[config.mk]
export PLATFORM = sky130hd
export DESIGN_NAME = protected_regfile
export DESIGN_NICKNAME = d
export VERILOG_FILES = /design/src/rtl/protected_regfile.sv
export SDC_FILE = /design/constraint.sdc
export NUM_CORES = 1
export LEC_CHECK = 0
export BUFFER_PORTS_ARGS = -buffer_cell sky130_fd_sc_hd__clkbuf_2
export CAP_MARGIN = 20
export CORE_MARGIN = 2
export CORE_UTILIZATION = 40
export DETAILED_ROUTE_END_ITERATION = 8
export SYNTH_ARGS = -nofsm -noshare
export SYNTH_HDL_FRONTEND = slang
export SYNTH_SLANG_ARGS = --single-unit
[constraint.sdc]
create_clock -name clk -period 6.55 [get_ports clk]
set_input_delay 0 -clock clk [delete_from_list [all_inputs] [get_ports clk]]
set_output_delay 0 -clock clk [all_outputs]
set_load 0.1 [all_outputs]
[src/rtl/protected_regfile.sv]
// protected_regfile
//   Register file with an immutable key region and per-entry write locks.
//   After reset an INIT sequence fills every entry (key words at indices
//   0..KEY_WORDS-1, zero elsewhere) and sets the lock bits of the key region.
//   In IDLE one request per cycle is accepted; reads return data one cycle
//   later, and rejected accesses (locked entry or out-of-range address) raise
//   a one-cycle err pulse.
//
// Ports
//   clk        : clock, all state changes on the rising edge
//   reset      : synchronous active-high reset, restarts INIT
//   req        : request valid
//   write      : 1 = write, 0 = read
//   lock       : on a write, lock the entry after writing it
//   addr       : 32-bit word address
//   wdata      : write data
//   ready      : request accepted when req && ready
//   busy       : initialisation in progress
//   rvalid     : rdata valid this cycle
//   rdata      : read data (0 for an out-of-range read)
//   err        : one-cycle pulse for a rejected access
//   viol_count : saturating count of err pulses
//
// Optional feature
//   PROTECTED_REGFILE_VIOL_CNT_EN : when defined, viol_count counts err
//   pulses and saturates at 8'hFF; otherwise it is tied to 0.

module protected_regfile #(
  parameter int          DATA_W    = 32,
  parameter int          DEPTH     = 32,
  parameter int          KEY_WORDS = 2,
  parameter logic [31:0] HASH_KEY  = 32'h1035_9987
) (
  input  logic              clk,
  input  logic              reset,
  input  logic              req,
  input  logic              write,
  input  logic              lock,
  input  logic [31:0]       addr,
  input  logic [DATA_W-1:0] wdata,
  output logic              ready,
  output logic              busy,
  output logic              rvalid,
  output logic [DATA_W-1:0] rdata,
  output logic              err,
  output logic [7:0]        viol_count
);

  localparam int IDX_W = $clog2(DEPTH);
  localparam logic [IDX_W-1:0] LAST_IDX  = IDX_W'(DEPTH - 1);
  localparam logic [IDX_W:0]   KEY_LIMIT = (IDX_W + 1)'(KEY_WORDS);
  localparam logic [31:0]      DEPTH_W   = 32'(DEPTH);

  typedef enum logic {ST_INIT, ST_IDLE} state_t;

  state_t             state_q, state_d;
  logic [IDX_W-1:0]   idx_q, idx_d;
  logic               rvalid_q, rvalid_d;
  logic               err_q, err_d;
  logic               rd_ok_q, rd_ok_d;   // read was in range, mem data is meaningful
  logic [DEPTH-1:0]   lock_q, lock_d;

  // Storage: plain array, written on one port, read through a register.
  logic [DATA_W-1:0]  mem [DEPTH];
  logic [DATA_W-1:0]  mem_rd_q;
  logic               mem_we;
  logic [IDX_W-1:0]   mem_waddr;
  logic [DATA_W-1:0]  mem_wdata;

  logic [IDX_W-1:0]   addr_idx;
  logic               in_range;
  logic               in_key;
  logic [31:0]        key_sum;

  // Full 32-bit compare so high address bits can never alias into the array.
  assign in_range = (addr < DEPTH_W);
  assign addr_idx = addr[IDX_W-1:0];
  assign in_key   = ({1'b0, idx_q} < KEY_LIMIT);
  assign key_sum  = HASH_KEY + 32'(idx_q);

  always_comb begin
    state_d   = state_q;
    idx_d     = idx_q;
    rvalid_d  = 1'b0;
    err_d     = 1'b0;
    rd_ok_d   = 1'b0;
    lock_d    = lock_q;
    mem_we    = 1'b0;
    mem_waddr = idx_q;
    mem_wdata = '0;

    case (state_q)
      ST_INIT: begin
        mem_we        = 1'b1;
        mem_waddr     = idx_q;
        mem_wdata     = in_key ? DATA_W'(key_sum) : '0;
        lock_d[idx_q] = in_key;
        if (idx_q == LAST_IDX) begin
          state_d = ST_IDLE;
          idx_d   = '0;
        end else begin
          idx_d = idx_q + IDX_W'(1);
        end
      end
      ST_IDLE: begin
        if (req) begin
          if (!in_range) begin
            err_d    = 1'b1;
            rvalid_d = !write;
          end else if (write) begin
            if (lock_q[addr_idx]) begin
              err_d = 1'b1;
            end else begin
              mem_we           = 1'b1;
              mem_waddr        = addr_idx;
              mem_wdata        = wdata;
              lock_d[addr_idx] = lock;
            end
          end else begin
            rvalid_d = 1'b1;
            rd_ok_d  = 1'b1;
          end
        end
      end
      default: state_d = ST_INIT;
    endcase
  end

  always_ff @(posedge clk) begin
    if (reset) begin
      state_q  <= ST_INIT;
      idx_q    <= '0;
      rvalid_q <= 1'b0;
      err_q    <= 1'b0;
      rd_ok_q  <= 1'b0;
      lock_q   <= '0;
    end else begin
      state_q  <= state_d;
      idx_q    <= idx_d;
      rvalid_q <= rvalid_d;
      err_q    <= err_d;
      rd_ok_q  <= rd_ok_d;
      lock_q   <= lock_d;
    end
  end

  // No reset on the array: INIT rewrites every entry after each reset.
  always_ff @(posedge clk) begin
    if (mem_we) begin
      mem[mem_waddr] <= mem_wdata;
    end
    mem_rd_q <= mem[addr_idx];
  end

  assign ready  = (state_q == ST_IDLE);
  assign busy   = (state_q == ST_INIT);
  assign rvalid = rvalid_q;
  assign err    = err_q;
  assign rdata  = rd_ok_q ? mem_rd_q : '0;

`ifdef PROTECTED_REGFILE_VIOL_CNT_EN
  logic [7:0] viol_q, viol_d;

  always_comb begin
    viol_d = viol_q;
    if (err_q && (viol_q != 8'hFF)) begin
      viol_d = viol_q + 8'd1;
    end
  end

  always_ff @(posedge clk) begin
    if (reset) begin
      viol_q <= 8'd0;
    end else begin
      viol_q <= viol_d;
    end
  end

  assign viol_count = viol_q;
`else
  assign viol_count = 8'd0;
`endif

endmodule

==> results.py, run 1 <==
metrics = {
    "outcome": {
        "outcome": "completed",
    },
    "timing": {
        "worst_case_setup_margin_in_the_final_layout_ns": 2.22,
        "max-slew-margin-rel_pct": 19.4,
        "fin_max_slew_vios": 0,
        "period_utilisation_layout_pct": 66.1,
        "worst-slew-pin-transition_ns": 1.21,
        "finalHoldViolations": 0,
        "whs_ns": 0.0121,
        "setup_violations": 0,
        "grt_setup_unrepaired": "no",
        "layout_min_cycle_time_ns": 4.33,
        "clock.fmax_mhz": 231,
        "clock_skew_ns": 0.0740,
        "tns_ns": 0,
    },
    "clocking": {
        "clk_root_buffer_cell": "sky130_fd_sc_hd__clkbuf_16",
        "cts.sinks": 1097,
        "cts_bufs_inserted": 110,
        "worst_skew_pair.late_latency_ns": 0.72,
        "tritoncts": "built",
        "ctsResizeCount": 0,
        "cts.path.max_buffers": 3,
        "post_cts_buffers": 0,
        "clk_pin_slew_ns": 0.06,
        "h-tree-depth": 3,
    },
    "final_layout": {
        "final_core_utilization_pct": 47.0,
        "fill_cells": 8499,
        "finalNetCount": 2260,
        "post_layout_nonfiller_instances": 3661,
        "final_layout_size_suffix_gt1_share_pct": 29.1,
        "fin_area_sq_um": 48800,
        "syn2layout_area_growth_pct": 16.1,
    },
    "synthesis": {
        "synthDistinctLibCells": 54,
        "ys_top_cells_by_area": "sky130_fd_sc_hd__edfxtp_1 73%, sky130_fd_sc_hd__mux4_2 14%, sky130_fd_sc_hd__dfxtp_1 3.5%, sky130_fd_sc_hd__a22oi_1 1.7%, sky130_fd_sc_hd__and2_1 0.74%",
        "synth_top_area_cell": "sky130_fd_sc_hd__edfxtp_1",
        "most_numerous_cell_in_the_yosys_netlist": "sky130_fd_sc_hd__edfxtp_1",
        "seq_area_frac_synth_pct": 76.7,
        "ys_async_sr_fraction_pct": 0,
        "post_synthesis_register_bit_count": 1097,
        "synth_top_area_share_pct": 73.2,
        "synth.avg_cell_area_sq_um": 21.1,
        "synth_edf_count": 1024,
        "synth_ff_type": "sky130_fd_sc_hd__edfxtp_1",
        "mappedNetlistArea_sq_um": 42000,
        "synth_cells": 1989,
        "synth.top_cells.by_count": "1024 x sky130_fd_sc_hd__edfxtp_1, 264 x sky130_fd_sc_hd__mux4_2, 94 x sky130_fd_sc_hd__a22oi_1",
        "yosys_warnings": 0,
    },
    "global_route": {
        "grt_pass1_vias": 21700,
        "grt_pass1_wl_mm": 153,
        "antenna_violations_before_repair": 3,
        "gr-usage-all-layers_pct": 19.7,
        "global_route.overflow_total": 0,
        "grt_max_degree": 99,
    },
    "power_and_ir_drop": {
        "p_comb_share_pct": 5.7,
        "power_per_cell_area_nw_per_um2": 303,
        "total_power_mw": 14.8,
        "seqPwrFrac_pct": 53.1,
        "max-vdd-ir-drop_mv": 0.230,
        "cellInternalPower_mw": 11.6,
        "power.switching_mw": 3.23,
        "leakage_power_total_nw": 14.8,
        "clockPowerShare_pct": 41.3,
        "switching_fraction_pct": 21.8,
    },
    "die": {
        "floorplan.initialDensity_pct": 40.5,
        "floorplan.io_pins": 113,
        "core_region_sq_um": 104000,
        "std_cell_rows": 118,
        "die_y_microns": 328,
        "floorplan.die.width_microns": 328,
        "design.die.area_sq_um": 108000,
    },
    "setup_path": {
        "cp-end-kind": "flip-flop",
        "rr_endpoint": "mem[25][27]$_DFFE_PP_",
        "crit_end": "mem[25][27]$_DFFE_PP_",
        "crit_type": "reg -> reg",
        "worstPathMaxFanout": 15,
        "setup_crit_start": "lock_q[30]$_SDFFE_PP0P_",
        "critical_path.reg2reg.startpoint": "lock_q[30]$_SDFFE_PP0P_",
        "worst_ep_arrival_time_ns": 4.71,
        "ff2ff_setup_slack_ns": 2.22,
        "r2r.worst_path.cells": 7,
        "timing.critical_path.required_ns": 6.93,
        "crit_path_start_kind": "flip-flop",
    },
    "drt": {
        "first_iter_violations": 2314,
        "routed_via_density": 5.78,
        "via_total_after_detailed_routing": 21200,
        "post_drt_wl_per_cell_microns": 29.0,
        "postRouteAntennaNets": 0,
        "detail_route.drc_violations": 0,
        "drt_pass_1_iters": 5,
        "finalWirelength_mm": 106,
    },
    "placed_design": {
        "gp_routability_congestion": 0.828,
        "pre_cts_slack_ns": 1.74,
        "port-buffer-count": 104,
        "dpl.cell_count": 3416,
        "dp_hpwl_mm": 62.2,
        "placedInstanceArea_sq_um": 44700,
    },
    "run": {
        "drv_cap": 0,
    },
    "worst_hold_path": {
        "hold_path.class": "in -> reg",
    },
}
==> sequential cells by signal, summed over array words and instances, names as in the netlist <==
register,flops
mem,1024
rd_ok_q,1
mem_rd_q,32
lock_q,32
idx_q,5
err,1
ready,1
rvalid,1
==> power groups by stage <==
stage / Combinational, mW / Sequential [mW] / Clock (mW)
floorplan: 0.494 / 7.99 / 0
finish: 0.838 / 7.85 / 6.11
CTS: 0.824 / 7.86 / 6.22
global route: 0.893 / 7.86 / 6.47
detailed placement: 0.816 / 8.00 / 0
global placement: 0.799 / 8.00 / 0
==> final cells by class <==
cell class / count / area [sq um] / area share [%]
diodes: 1 / 2.50 / 0.00513
clock buffers: 141 / 2900 / 5.94
clock inverters: 66 / 634 / 1.30
inverters: 9 / 33.8 / 0.0693
multi-input cells: 764 / 9630 / 19.7
flip-flops and latches: 1097 / 32200 / 66.1
well taps: 1380 / 1730 / 3.54
repair buffers: 203 / 1630 / 3.34
==> critical path, cell delays in order, from the launching register on <==
cell	delay [ns]
sky130_fd_sc_hd__dfxtp_1	0.31
sky130_fd_sc_hd__mux4_2	0.44
sky130_fd_sc_hd__and3_1	0.19
sky130_fd_sc_hd__nor4_1	0.66
sky130_fd_sc_hd__o211ai_1	0.30
sky130_fd_sc_hd__nand2b_1	0.65
sky130_fd_sc_hd__o22ai_4	1.09
sky130_fd_sc_hd__buf_4	0.40
==> placed cells by master (no fill, tap or decap), types with 8 or more instances in the layout <==
master,netlist,routed
sky130_fd_sc_hd__dfxtp_1,73,72
sky130_fd_sc_hd__bufinv_16,0,8
sky130_fd_sc_hd__o22ai_1,25,9
sky130_fd_sc_hd__o22ai_4,0,16
sky130_fd_sc_hd__buf_4,9,55
sky130_fd_sc_hd__a21o_1,10,10
sky130_fd_sc_hd__mux2i_1,25,25
sky130_fd_sc_hd__edfxtp_1,1024,1024
sky130_fd_sc_hd__nand4_1,20,20
sky130_fd_sc_hd__nor4_1,8,8
sky130_fd_sc_hd__nor2_4,0,20
sky130_fd_sc_hd__nor3_1,10,8
sky130_fd_sc_hd__dlygate4sd3_1,0,25
sky130_fd_sc_hd__mux2_2,9,9
sky130_fd_sc_hd__clkbuf_2,0,102
sky130_fd_sc_hd__nor2_1,39,17
sky130_fd_sc_hd__mux4_2,264,264
sky130_fd_sc_hd__o2111ai_1,8,8
sky130_fd_sc_hd__conb_1,1,8
sky130_fd_sc_hd__nand2_1,61,61
sky130_fd_sc_hd__clkinv_1,2,24
sky130_fd_sc_hd__and2_1,50,50
sky130_fd_sc_hd__clkbuf_16,0,112
sky130_fd_sc_hd__a22oi_1,94,94
sky130_fd_sc_hd__o21ai_0,33,32
sky130_fd_sc_hd__nand3_1,8,8
sky130_fd_sc_hd__clkbuf_1,72,28
sky130_fd_sc_hd__o32ai_1,15,15
sky130_fd_sc_hd__clkinv_2,0,22
==> kinds of logic (layout without fill, tap and decap cells) <==
group	Yosys count	count (layout)	share of synthesized area [%]
AO/OA/AOI/OAI	225	225	3.93
AND/OR/NAND/NOR	227	227	2.80
flip-flops	1097	1097	76.7
other	1	9	0.00893
adder cells (fa/ha/maj)	6	6	0.179
buffers and inverters	135	419	1.42
multiplexers	298	298	15.0
==> how the worst min path moves through the flow <==
stage	start	endpoint	slack (ns)	cells after the start
after floorplan	write	rvalid$_SDFF_PP0_	0.07	1
after global placement	write	rvalid$_SDFF_PP0_	0.21	2
after detailed placement	write	rvalid$_SDFF_PP0_	0.22	2
after CTS	reset	lock_q[9]$_SDFFE_PP0P_	0.01	2
after global routing	wdata[19]	mem[30][19]$_DFFE_PP_	0.02	2
final	wdata[19]	mem[16][19]$_DFFE_PP_	0.01	2
==> layer usage <==
layer	vias to the layer above	global-route usage [%]	part of all wire, %
met5	-	0	0
met4	0	4.74	2.1
met1	11200	27.9	42
met3	157	4.80	8.5
met2	995	30.9	47
li1	8776	-	-
==> repair_timing <==
item / in CTS / in global routing
endpoints found under the setup margin: 0 / 0
hold buffers: 15 / 10
hold endpoints to repair: 151 / 136
(Power assumes the default switching activity.)
==> inputs of run 2 (changes only) <==
Clock period 6.55 ns to 4.1 ns, I/O delays scaled along.
==> results.py, run 2 (synthesized netlist as in run 1, its figures left out) <==
metrics = {
    "placed_design": {
        "port-buffer-count": 104,
        "dp_hpwl_mm": 59.1,
        "placedInstanceArea_sq_um": 45200,
        "pre_cts_slack_ns": 0.278,
        "gp_routability_congestion": 0.823,
    },
    "setup_path": {
        "rr_endpoint": "mem[2][28]$_DFFE_PP_",
        "r2r.worst_path.cells": 5,
        "cp-end-kind": "flip-flop",
        "worst_ep_arrival_time_ns": 4.10,
        "ff2ff_setup_slack_ns": 0.47,
        "worstPathMaxFanout": 33,
        "critical_path.reg2reg.startpoint": "lock_q[18]$_SDFFE_PP0P_",
        "crit_type": "in -> reg",
        "timing.critical_path.required_ns": 4.45,
        "crit_path_start_kind": "primary input",
    },
    "global_route": {
        "gr-usage-all-layers_pct": 20.1,
        "global_route.overflow_total": 0,
        "grt_pass1_wl_mm": 156,
        "grt_pass1_vias": 21900,
        "antenna_violations_before_repair": 2,
        "grt_max_degree": 115,
    },
    "drt": {
        "drt_pass_1_iters": 6,
        "finalWirelength_mm": 108,
        "first_iter_violations": 2774,
        "routed_via_density": 5.82,
        "postRouteAntennaNets": 0,
        "detail_route.drc_violations": 0,
        "via_total_after_detailed_routing": 21500,
        "post_drt_wl_per_cell_microns": 29.3,
    },
    "timing": {
        "clock.fmax_mhz": 267,
        "grt_setup_unrepaired": "no",
        "worst_case_setup_margin_in_the_final_layout_ns": 0.352,
        "period_utilisation_layout_pct": 91.4,
        "worst-slew-pin-transition_ns": 1.19,
        "layout_min_cycle_time_ns": 3.75,
        "clock_skew_ns": 0.0544,
        "setup_violations": 0,
        "fin_max_slew_vios": 0,
        "finalHoldViolations": 0,
        "tns_ns": 0,
        "max-slew-margin-rel_pct": 20.9,
    },
    "worst_hold_path": {
        "holdPathEnd": "mem[31][22]$_DFFE_PP_",
        "worst_hold_startpoint": "wdata[22]",
        "worstHoldPathCells": 3,
        "hold_path.class": "in -> reg",
    },
    "final_layout": {
        "fin_area_sq_um": 49200,
        "number_of_flip_flops_under_the_largest_register_name": 1024,
        "layout_commonest_cell": "sky130_fd_sc_hd__edfxtp_1",
        "final_cell_mix": "1024 x sky130_fd_sc_hd__edfxtp_1, 264 x sky130_fd_sc_hd__mux4_2, 109 x sky130_fd_sc_hd__clkbuf_16",
        "finalNetCount": 2299,
        "syn2layout_area_growth_pct": 17.2,
        "largestRegisters": "mem x1024, lock_q x32, mem_rd_q x32",
        "final_layout_size_suffix_gt1_share_pct": 30.4,
        "fill_cells": 8475,
        "largest_register": "mem",
    },
    "clocking": {
        "clk_root_buffer_cell": "sky130_fd_sc_hd__clkbuf_16",
        "worst_skew_pair.late_latency_ns": 0.69,
        "cts.sinks": 1097,
        "ctsResizeCount": 0,
        "tritoncts": "built",
        "cts_bufs_inserted": 108,
        "clk_pin_slew_ns": 0.06,
        "h-tree-depth": 3,
        "cts.path.max_buffers": 3,
    },
    "die": {
        "std_cell_rows": 118,
        "floorplan.die.width_microns": 328,
        "design.die.area_sq_um": 108000,
        "floorplan.initialDensity_pct": 40.5,
        "die_y_microns": 328,
        "floorplan.io_pins": 113,
        "core_region_sq_um": 104000,
    },
    "power_and_ir_drop": {
        "cellInternalPower_mw": 18.7,
        "power.switching_mw": 5.18,
        "seqPwrFrac_pct": 52.6,
        "clockPowerShare_pct": 41.7,
        "max-vdd-ir-drop_mv": 0.335,
        "p_comb_share_pct": 5.7,
        "power_per_cell_area_nw_per_um2": 485,
        "leakage_power_total_nw": 15.1,
        "switching_fraction_pct": 21.7,
    },
    "outcome": {
        "outcome": "completed",
    },
    "run": {
        "drv_cap": 0,
    },
}
==> run 2: changes by cell type in the layout (fill, tap and decap cells not counted) <==
cell / delta
sky130_fd_sc_hd__clkinv_8: -1
sky130_fd_sc_hd__dlygate4sd3_1: +13
sky130_fd_sc_hd__buf_8: -3
sky130_fd_sc_hd__buf_16: -7
sky130_fd_sc_hd__clkinv_2: +8
sky130_fd_sc_hd__clkbuf_1: -14
sky130_fd_sc_hd__buf_12: +19
sky130_fd_sc_hd__clkinv_4: +5
sky130_fd_sc_hd__bufinv_16: +4
sky130_fd_sc_hd__clkinvlp_4: -2
sky130_fd_sc_hd__buf_4: +21
sky130_fd_sc_hd__clkbuf_16: -3
sky130_fd_sc_hd__clkinv_1: -3
==> run 2: metal layers <==
layer,track usage [%],wire length [microns],vias up
li1,-,-,8851
met1,28.3,45200,11500
met2,32.4,51700,977
met3,3.68,8470,181
met4,5.38,2810,2
met5,0,13,-
==> run 2: how the worst max path moves through the flow <==
stage                                  startpoint                     to  slack [ns]  depth (start not counted)
final                                     addr[0]   mem[2][28]$_DFFE_PP_        0.35                          9
after global routing                      addr[0]  mem[20][28]$_DFFE_PP_        0.12                          9
after CTS                                 addr[0]   mem[2][28]$_DFFE_PP_        0.39                          9
after detailed placement                  addr[0]  mem[16][28]$_DFFE_PP_        0.28                          8
after global placement                    addr[0]  mem[20][28]$_DFFE_PP_        0.30                         10
after floorplan           lock_q[31]$_SDFFE_PP0P_   mem[19][0]$_DFFE_PP_        0.08                          7
==> run 2: worst max-delay path, stage by stage <==
cell	delay [ns]
sky130_fd_sc_hd__dlygate4sd3_1	0.56
sky130_fd_sc_hd__buf_8	0.23
sky130_fd_sc_hd__buf_4	0.61
sky130_fd_sc_hd__mux2i_1	0.31
sky130_fd_sc_hd__nor4b_1	0.08
sky130_fd_sc_hd__nor4_1	0.38
sky130_fd_sc_hd__o2111a_2	0.62
sky130_fd_sc_hd__buf_4	0.47
sky130_fd_sc_hd__a21o_1	0.77
==> run 2: power groups by stage <==
stage          clock (mW)  combinational [mW]  sequential [mW]
2_1_floorplan           0               0.796             12.8
4_1_cts              10.1                1.38             12.5
3_3_place_gp            0                1.33             12.8
5_1_grt              10.5                1.46             12.6
6_report             9.96                1.37             12.5
3_5_place_dp            0                1.35             12.8
==> run 2: cell type report <==
| class | count | area [sq um] | share of cell area, % |
|---|---|---|---|
| clock buffer | 126 | 2820 | 5.73 |
| sequential | 1097 | 32200 | 65.4 |
| inverter | 9 | 35.0 | 0.0712 |
| multi-input combinational | 764 | 9630 | 19.6 |
| tap | 1380 | 1730 | 3.51 |
| antenna | 1 | 2.50 | 0.00508 |
| timing repair buffer | 244 | 2010 | 4.08 |
| clock inverter | 77 | 795 | 1.61 |
==> run 2: stage by stage <==
step           hold slack (ns)  power [mW]  cells  utilization [%]
3_5_place_dp             0.221        14.1   3456             43.6
6_report                0.0371        23.9   3698             47.4
3_3_place_gp             0.211        14.1   3455             43.6
4_1_cts                0.00369        24.1   3697             47.4
5_1_grt                 0.0243        24.5   3697             47.4
2_1_floorplan           0.0724        13.6   1996                -
==> run 2: timing repair <==
action,CTS,global route
hold buffers,38,0
buffers inserted,0,0
endpoints found under the hold margin,782,0
endpoints found under the setup margin,0,0
